File: src/rtl/pipe_pkg.sv
// Shared types and constants for the pipeline hazard/forwarding controller:
// scoreboard entry layout, forward-select encoding and stage indices.
package pipe_pkg;

    // Scoreboard rd field is sized for the widest register address the core may use;
    // narrower REG_AW values are zero-extended on entry and on compare.
    localparam int RD_MAX_W = 8;

    localparam int FWD_REGFILE = 0;

    localparam int STG_EX  = 0;
    localparam int STG_MEM = 1;

    typedef struct packed {
        logic                valid;
        logic [RD_MAX_W-1:0] rd;
        logic                regwrite;
        logic                is_load;
    } sb_entry_t;

    function automatic int sel_width(input int num_stages);
        return (num_stages <= 2) ? 1 : $clog2(num_stages);
    endfunction

endpackage

File: src/rtl/haz_operand_match.sv
// Compares one ID source register against the forwardable scoreboard entries and
// reports the youngest producer's forward select and whether it is an unready load.
module haz_operand_match
    import pipe_pkg::*;
#(
    parameter int REG_AW         = 5,
    parameter int NUM_STAGES     = 3,
    parameter int LOAD_AVAIL_STG = 2,
    localparam int SEL_W         = sel_width(NUM_STAGES)
) (
    input  logic              id_valid,
    input  logic              use_src,
    input  logic [REG_AW-1:0] src,
    input  sb_entry_t         entries [NUM_STAGES-1],
    output logic              hit,
    output logic [SEL_W-1:0]  sel,
    output logic              load_hazard
);

    logic hit_load;

    // Walk oldest to youngest so the youngest matching producer overwrites the result.
    always_comb begin
        hit      = 1'b0;
        sel      = SEL_W'(FWD_REGFILE);
        hit_load = 1'b0;
        for (int k = NUM_STAGES - 2; k >= 0; k--) begin
            if (entries[k].valid && entries[k].regwrite &&
                (entries[k].rd != '0) && (entries[k].rd == RD_MAX_W'(src))) begin
                hit      = 1'b1;
                sel      = SEL_W'(k + 1);
                hit_load = entries[k].is_load;
            end
        end
    end

    always_comb begin
        load_hazard = id_valid && use_src && hit && hit_load &&
                      (sel < SEL_W'(LOAD_AVAIL_STG));
    end

endmodule

File: src/rtl/pipe_hazard_ctrl.sv
// Hazard/forwarding controller: in-flight writer scoreboard, registered EX forward
// selects, load-use stall, redirect flush, external stall. Perf counters: `HAZ_PERF_CNT_EN.
module pipe_hazard_ctrl
    import pipe_pkg::*;
#(
    parameter int REG_AW         = 5,
    parameter int NUM_STAGES     = 3,
    parameter int LOAD_AVAIL_STG = 2,
    localparam int SEL_W         = sel_width(NUM_STAGES)
) (
    input  logic              clk,
    input  logic              rst,
    input  logic              id_valid,
    input  logic [REG_AW-1:0] id_rs1,
    input  logic [REG_AW-1:0] id_rs2,
    input  logic              id_use_rs1,
    input  logic              id_use_rs2,
    input  logic [REG_AW-1:0] id_rd,
    input  logic              id_regwrite,
    input  logic              id_memread,
    input  logic              ex_redirect,
    input  logic              ext_stall,
    output logic              hold_pc,
    output logic              hold_if_id,
    output logic              flush_if_id,
    output logic              bubble_ex,
    output logic [SEL_W-1:0]  ex_fwd_rs1_sel,
    output logic [SEL_W-1:0]  ex_fwd_rs2_sel,
    output logic [31:0]       perf_stall_cnt,
    output logic [31:0]       perf_flush_cnt
);

    sb_entry_t sb     [NUM_STAGES];
    sb_entry_t sb_fwd [NUM_STAGES-1];
    sb_entry_t id_entry;

    logic             rs1_hit, rs2_hit;
    logic [SEL_W-1:0] rs1_sel, rs2_sel;
    logic             rs1_load_haz, rs2_load_haz;
    logic             load_use;
    logic             stall_event, flush_event;

    // The WB entry is never a forwarding source; it only ages out.
    always_comb begin
        for (int k = 0; k < NUM_STAGES - 1; k++) begin
            sb_fwd[k] = sb[k];
        end
    end

    haz_operand_match #(
        .REG_AW        (REG_AW),
        .NUM_STAGES    (NUM_STAGES),
        .LOAD_AVAIL_STG(LOAD_AVAIL_STG)
    ) u_match_rs1 (
        .id_valid   (id_valid),
        .use_src    (id_use_rs1),
        .src        (id_rs1),
        .entries    (sb_fwd),
        .hit        (rs1_hit),
        .sel        (rs1_sel),
        .load_hazard(rs1_load_haz)
    );

    haz_operand_match #(
        .REG_AW        (REG_AW),
        .NUM_STAGES    (NUM_STAGES),
        .LOAD_AVAIL_STG(LOAD_AVAIL_STG)
    ) u_match_rs2 (
        .id_valid   (id_valid),
        .use_src    (id_use_rs2),
        .src        (id_rs2),
        .entries    (sb_fwd),
        .hit        (rs2_hit),
        .sel        (rs2_sel),
        .load_hazard(rs2_load_haz)
    );

    always_comb begin
        load_use = rs1_load_haz || rs2_load_haz;
    end

    // Priority: external stall freezes everything, then redirect, then load-use.
    always_comb begin
        hold_pc     = 1'b0;
        hold_if_id  = 1'b0;
        flush_if_id = 1'b0;
        bubble_ex   = 1'b0;
        if (ext_stall) begin
            hold_pc    = 1'b1;
            hold_if_id = 1'b1;
        end else if (ex_redirect) begin
            flush_if_id = 1'b1;
            bubble_ex   = 1'b1;
        end else if (load_use) begin
            hold_pc    = 1'b1;
            hold_if_id = 1'b1;
            bubble_ex  = 1'b1;
        end
    end

    always_comb begin
        stall_event = !ext_stall && !ex_redirect && load_use;
        flush_event = !ext_stall && ex_redirect;
    end

    always_comb begin
        id_entry = '0;
        if (id_valid && !bubble_ex) begin
            id_entry.valid    = 1'b1;
            id_entry.rd       = RD_MAX_W'(id_rd);
            id_entry.regwrite = id_regwrite;
            id_entry.is_load  = id_memread;
        end
    end

    always_ff @(posedge clk or negedge rst) begin
        if (!rst) begin
            for (int k = 0; k < NUM_STAGES; k++) begin
                sb[k] <= '0;
            end
            ex_fwd_rs1_sel <= SEL_W'(FWD_REGFILE);
            ex_fwd_rs2_sel <= SEL_W'(FWD_REGFILE);
        end else if (!ext_stall) begin
            for (int k = NUM_STAGES - 1; k >= 1; k--) begin
                sb[k] <= sb[k-1];
            end
            sb[0]          <= id_entry;
            ex_fwd_rs1_sel <= (bubble_ex || !rs1_hit) ? SEL_W'(FWD_REGFILE) : rs1_sel;
            ex_fwd_rs2_sel <= (bubble_ex || !rs2_hit) ? SEL_W'(FWD_REGFILE) : rs2_sel;
        end
    end

`ifdef HAZ_PERF_CNT_EN
    function automatic logic [31:0] sat_inc(input logic [31:0] v);
        return (v == 32'hFFFF_FFFF) ? v : v + 32'd1;
    endfunction

    always_ff @(posedge clk or negedge rst) begin
        if (!rst) begin
            perf_stall_cnt <= '0;
            perf_flush_cnt <= '0;
        end else begin
            if (stall_event) perf_stall_cnt <= sat_inc(perf_stall_cnt);
            if (flush_event) perf_flush_cnt <= sat_inc(perf_flush_cnt);
        end
    end
`else
    logic unused_events;

    always_comb begin
        unused_events  = stall_event ^ flush_event;
        perf_stall_cnt = '0;
        perf_flush_cnt = '0;
    end
`endif

endmodule
File: config.mk
export PLATFORM = sky130hd
export DESIGN_NAME = pipe_hazard_ctrl
export DESIGN_NICKNAME = d
export VERILOG_FILES = /design/src/rtl/pipe_pkg.sv /design/src/rtl/haz_operand_match.sv /design/src/rtl/pipe_hazard_ctrl.sv
export SDC_FILE = /design/constraint.sdc
export NUM_CORES = 1
export LEC_CHECK = 0
export ABC_CLOCK_PERIOD_IN_PS = 2700
export CAP_MARGIN = 20
export CORE_MARGIN = 2
export CORE_UTILIZATION = 37
export CTS_CLUSTER_SIZE = 8
export DETAILED_ROUTE_END_ITERATION = 12
export PLACE_DENSITY = 0.91
export SYNTH_ARGS = -nofsm -noshare
export SYNTH_HDL_FRONTEND = slang
export SYNTH_SLANG_ARGS = --single-unit
File: constraint.sdc
create_clock -name clk -period 2.7 [get_ports clk]
set_input_delay 0.54 -clock clk [delete_from_list [all_inputs] [get_ports clk]]
set_output_delay 0.54 -clock clk [all_outputs]
set_load 0.01 [all_outputs]
# Word-level counts from Yosys, hierarchy flattened

Index checks and enable logic that the tools add are counted.

Flip-flop bits (word level): 26
Output and inout bits: 72
Logic and storage cells: 63

Magnitude comparators: 2
Eq/ne operators: 4
Multiplexer cells: 22
Reductions and logical operators: 25

Operator list:

| kind               | number |
|---|---|
| $eq 8x5->1         | 4 |
| $logic_and 1x1->1  | 17 |
| $reduce_bool 8->1  | 2 |
| $mux 1             | 15 |
| $mux 2             | 6 |
| $mux 11            | 1 |
| $lt 2x2->1 const B | 2 |
| $logic_not 1->1    | 3 |
| $logic_or 1x1->1   | 3 |

# Logic depth before layout (Yosys ltp)

Word-level depth: 15
Gate-level depth with buffers: 7
Mapped depth without buffers: 5

# Cells and area by module

Synthesis repeated with hierarchy kept, for this count alone.

Cell total of the unflattened synthesis: 173
Area total of the unflattened synthesis: 1735.4 µm²

By module, submodules not included:

| module            | instances | cells an instance | area each (µm²) | seq. area each (µm²) |
|---|---|---|---|---|
| pipe_hazard_ctrl  | 1         | 121               | 1350.0          | 500.5 |
| haz_operand_match | 2         | 26                | 192.7           | 0.0 |

# Worst setup path before layout

No wires, ideal clock.

Path kind: input-to-output
Start: input port id_valid
End: output port hold_pc
Arrival time: 1927 ps
Data required time: 2160 ps
Path slack: 233 ps
Stages on the path: 6
Cells stage by stage: and2_1 o2111ai_1 or4_4 and2_2 o21bai_1 buf_4

Longest elaborated chain between the ends: 8

Ends and longest elaborated chain:

| item                            | line                    | RTL |
|---|---|---|
| from (decl)                     | pipe_hazard_ctrl.sv:13  | `input logic id_valid,` |
| $logic_and 1x1->1 (4 in series) | haz_operand_match.sv:38 | `load_hazard = id_valid && use_src && hit && hit_load &&` |
| $logic_or 1x1->1 (*)            | pipe_hazard_ctrl.sv:79  | `load_use = rs1_load_haz \|\| rs2_load_haz;` |
| $mux 1 (*) (3 in series)        | -                       |  |
| to (decl)                       | pipe_hazard_ctrl.sv:23  | `output logic hold_pc,` |

Every way passes the cells marked *; elsewhere a longest branch is shown, timed or not.

# Final worst setup path

Start: input port id_rs2[0]
End: register ex_fwd_rs2_sel[1]

Longest elaborated chain between the ends: 13

Ends and longest elaborated chain:

| item                                                                | line                    | RTL |
|---|---|---|
| from (decl)                                                         | pipe_hazard_ctrl.sv:15  | `input logic [REG_AW-1:0] id_rs2,` |
| parallel branches: the longest is 12 deep, another holds $lt 2x2->1 | -                       |  |
| $mux 2 (*)                                                          | pipe_hazard_ctrl.sv:129 | `ex_fwd_rs2_sel <= (bubble_ex \|\| !rs2_hit) ? SEL_W'(FWD_REGFILE) : rs2_sel;` |
| to (signal assigned)                                                | pipe_hazard_ctrl.sv:122 | `ex_fwd_rs2_sel <= SEL_W'(FWD_REGFILE);` |
| to (signal assigned)                                                | pipe_hazard_ctrl.sv:129 |  |
| to (decl)                                                           | pipe_hazard_ctrl.sv:28  | `output logic [SEL_W-1:0] ex_fwd_rs2_sel,` |

Every way passes the cells marked *.
A chain may end at the register's enable or synchronous reset.

==> results.sh <==
export IMPL_cpLargestDelayFamily="buffers and inverters"
export IMPL_ctsLongestPathBuffers=2
export IMPL_yosysWarnings=0
export IMPL_nets=245
export IMPL_drive_above_1_share_pct=27.7
export IMPL_reg2regPathDepth=13
export IMPL_timing_max_transition_violations_final=0
export IMPL_clock_latency_ps=260
export IMPL_r2r_slack_ps=70
export IMPL_ant_nets=0
export IMPL_ir_drop_mv=0.320
export IMPL_maxSlewHeadroom_pct=43.9
export IMPL_first_pass_iters=4
export IMPL_status="finished clean"
export IMPL_crit_path_end="ex_fwd_rs2_sel[1]"
export IMPL_ys_seq_area_share_pct=31.1
export IMPL_vias_per_cell=4.21
export IMPL_nFillCells=374
export IMPL_cts_max_level=1
export IMPL_hpwl_um=2280
export IMPL_cts_buffers=3
export IMPL_post_route_util_pct=48.4
export IMPL_hold_viol=0
export IMPL_final_area_um2=1940
export IMPL_p_per_area_nw_per_um2=377
export IMPL_grt_max_degree=21
export IMPL_p_leak_nw=0.966
export IMPL_syn2layout_area_growth_pct=26.6
export IMPL_path_cells="dlygate4sd2_1, xnor2_1, nand3_1, buf_4, buf_4, buf_4, buf_4, buf_4, buf_4, buf_4, buf_4, buf_4, or3_4, a32o_1"
export IMPL_num_vias=1138
export IMPL_crit_type="primary input to flip-flop"
export IMPL_hold_class="flip-flop to flip-flop"
export IMPL_drv_cap=0
export IMPL_drcViolationCount=0
export IMPL_synth_cell_types=29
export IMPL_setup_violations=0
export IMPL_worst_path_most_repeated_cell="buf_4"
export IMPL_die_h_um=68.3
export IMPL_start_util_pct=38.3
export IMPL_clkSinkCount=19
export IMPL_synth_top_area_cell="buf_4"
export IMPL_final_cell_mix="conb_1 (64), buf_4 (33), clkdlybuf4s50_1 (17)"
export IMPL_reg2reg_from="sb[28]"
export IMPL_finalClockSkew_ps=1.25
export IMPL_path_depth=14
export IMPL_yosys_register_bits=19
export IMPL_grt_overflow=0
export IMPL_die_area_um2=4670
export IMPL_synth_top_area_share_pct=31.9
export IMPL_cts_tree="done"
export IMPL_gp_congestion=0.913
export IMPL_avgSynthCellArea_um2=9.62
export IMPL_wire_per_inst_um=12.7
export IMPL_r2r_end="ex_fwd_rs2_sel[1]"
export IMPL_slowest_stage="or3_4"
export IMPL_root_buffer="clkbuf_8"
export IMPL_slowest_delay_ps=360
export IMPL_yosys_top_cells_area="buf_4 (32%), dfrtp_1 (31%), xnor2_1 (8.6%)"
export IMPL_syn_area_um2=1530
export IMPL_critPathRequiredTime_ps=2850
export IMPL_crit_path_end_kind="flip-flop"
export IMPL_rows=23
export IMPL_die_w_um=68.3
export IMPL_ioPinCount=96
export IMPL_arrival_ps=2820
export IMPL_diodes=0
export IMPL_max_freq_mhz=375
export IMPL_period_minus_slack_ps=2670
export IMPL_fin_total_pwr_mw=0.731
export IMPL_core_um2=4000
export IMPL_grtUsageTotal_pct=15.2
export IMPL_crit_path_start_kind="primary input"
export IMPL_drt_iter0_drc=35
export IMPL_crit_buf_inv=10
export IMPL_fin_tns_setup_ps=0
export IMPL_crit_fanout=2
export IMPL_grt_pass1_vias=1009
export IMPL_clk_pin_slew_ps=70
export IMPL_startpoint="id_rs2[0]"
export IMPL_fin_crit_sh_pct=98.8
export IMPL_grt_antenna_before_repair=0
export IMPL_worst_pin_slew_ps=838
export IMPL_drt_wl_total_um=3440
export IMPL_synthCells=159
export IMPL_io_buffers=31
export IMPL_final_common_cell="conb_1"
export IMPL_grt_pass1_wl_um=5110
export IMPL_placed_cell_area_um2=1740
[logic make-up after synthesis]
| logic type | share of synthesized area, % |
|---|---|
| buffers and inverters | 34.4 |
| AND/OR/NAND/NOR | 8.50 |
| XOR/XNOR | 11.4 |
| flip-flops | 31.1 |
| AO/OA/AOI/OAI | 9.16 |
| multiplexers | 5.15 |
| other | 0.245 |
[synthesized netlist by cell type]
cell	count
a21o_1	1
a21oi_1	1
a22o_1	8
a32o_1	2
and2_1	1
and2_2	1
and4_4	1
buf_4	65
buf_6	1
clkbuf_1	3
clkbuf_2	1
conb_1	1
dfrtp_1	19
inv_1	3
mux2_2	7
nand2_1	3
nand3_1	5
nor2_1	2
nor3_1	3
nor4_1	1
o2111ai_1	2
o211ai_1	1
o21ai_0	1
o21bai_1	1
or3_1	1
or4_1	3
or4_4	1
xnor2_1	15
xor2_1	5
[state kept, by name (all words and copies together) (netlist names)]
signal	flops
sb	15
ex_fwd_rs1_sel	2
ex_fwd_rs2_sel	2
[stage by stage]
step	std cells	setup WS, ps	hold WS (ps)
after floorplan	222	233	244
after global placement	249	-571	472
after detailed placement	249	-617	479
after CTS	270	48.5	495
after global routing	270	-18.4	503
final	270	33.7	496
[report_power, final]
group | internal [mW] | switching [mW]
logic | 0.106 | 0.106
clock network | 0.105 | 0.0918
registers | 0.301 | 0.0220
total | 0.512 | 0.219
[final cells by class]
cell class	count	area [um^2]	share of cell area [%]
multi-input cells	130	807	41.7
repair buffers	64	531	27.4
flip-flops and latches	19	480	24.8
well taps	50	62.6	3.23
clock buffers	4	45.0	2.33
inverters	3	11.3	0.581
[worst min-delay path by stage]
stage	depth (start not counted)	slack (ps)	end	startpoint
after floorplan	0	240	ex_fwd_rs1_sel[0]	rst
after global placement	2	470	ex_fwd_rs2_sel[0]	ex_fwd_rs2_sel[0]
after detailed placement	1	480	ex_fwd_rs1_sel[0]	ex_fwd_rs1_sel[0]
after CTS	1	490	ex_fwd_rs1_sel[0]	ex_fwd_rs1_sel[0]
after global routing	1	500	ex_fwd_rs1_sel[0]	ex_fwd_rs1_sel[0]
final	1	500	ex_fwd_rs1_sel[0]	ex_fwd_rs1_sel[0]
[layer usage]
layer	up-vias	global-route usage [%]	part of all wire [%]
met5	-	0	0
met4	0	5.75	1.7
met3	6	2.47	6.5
met2	59	28.4	54
met1	544	17.1	38
li1	529	-	-
[what timing repair did]
action | in CTS | in global routing
hold buffers | 0 | 0
setup endpoints to repair | 3 | 5
setup buffers | 17 | 0
pin swaps | 6 | 5
gates resized for setup | 27 | 10
No activity file was read; power rests on OpenSTA's default activity.
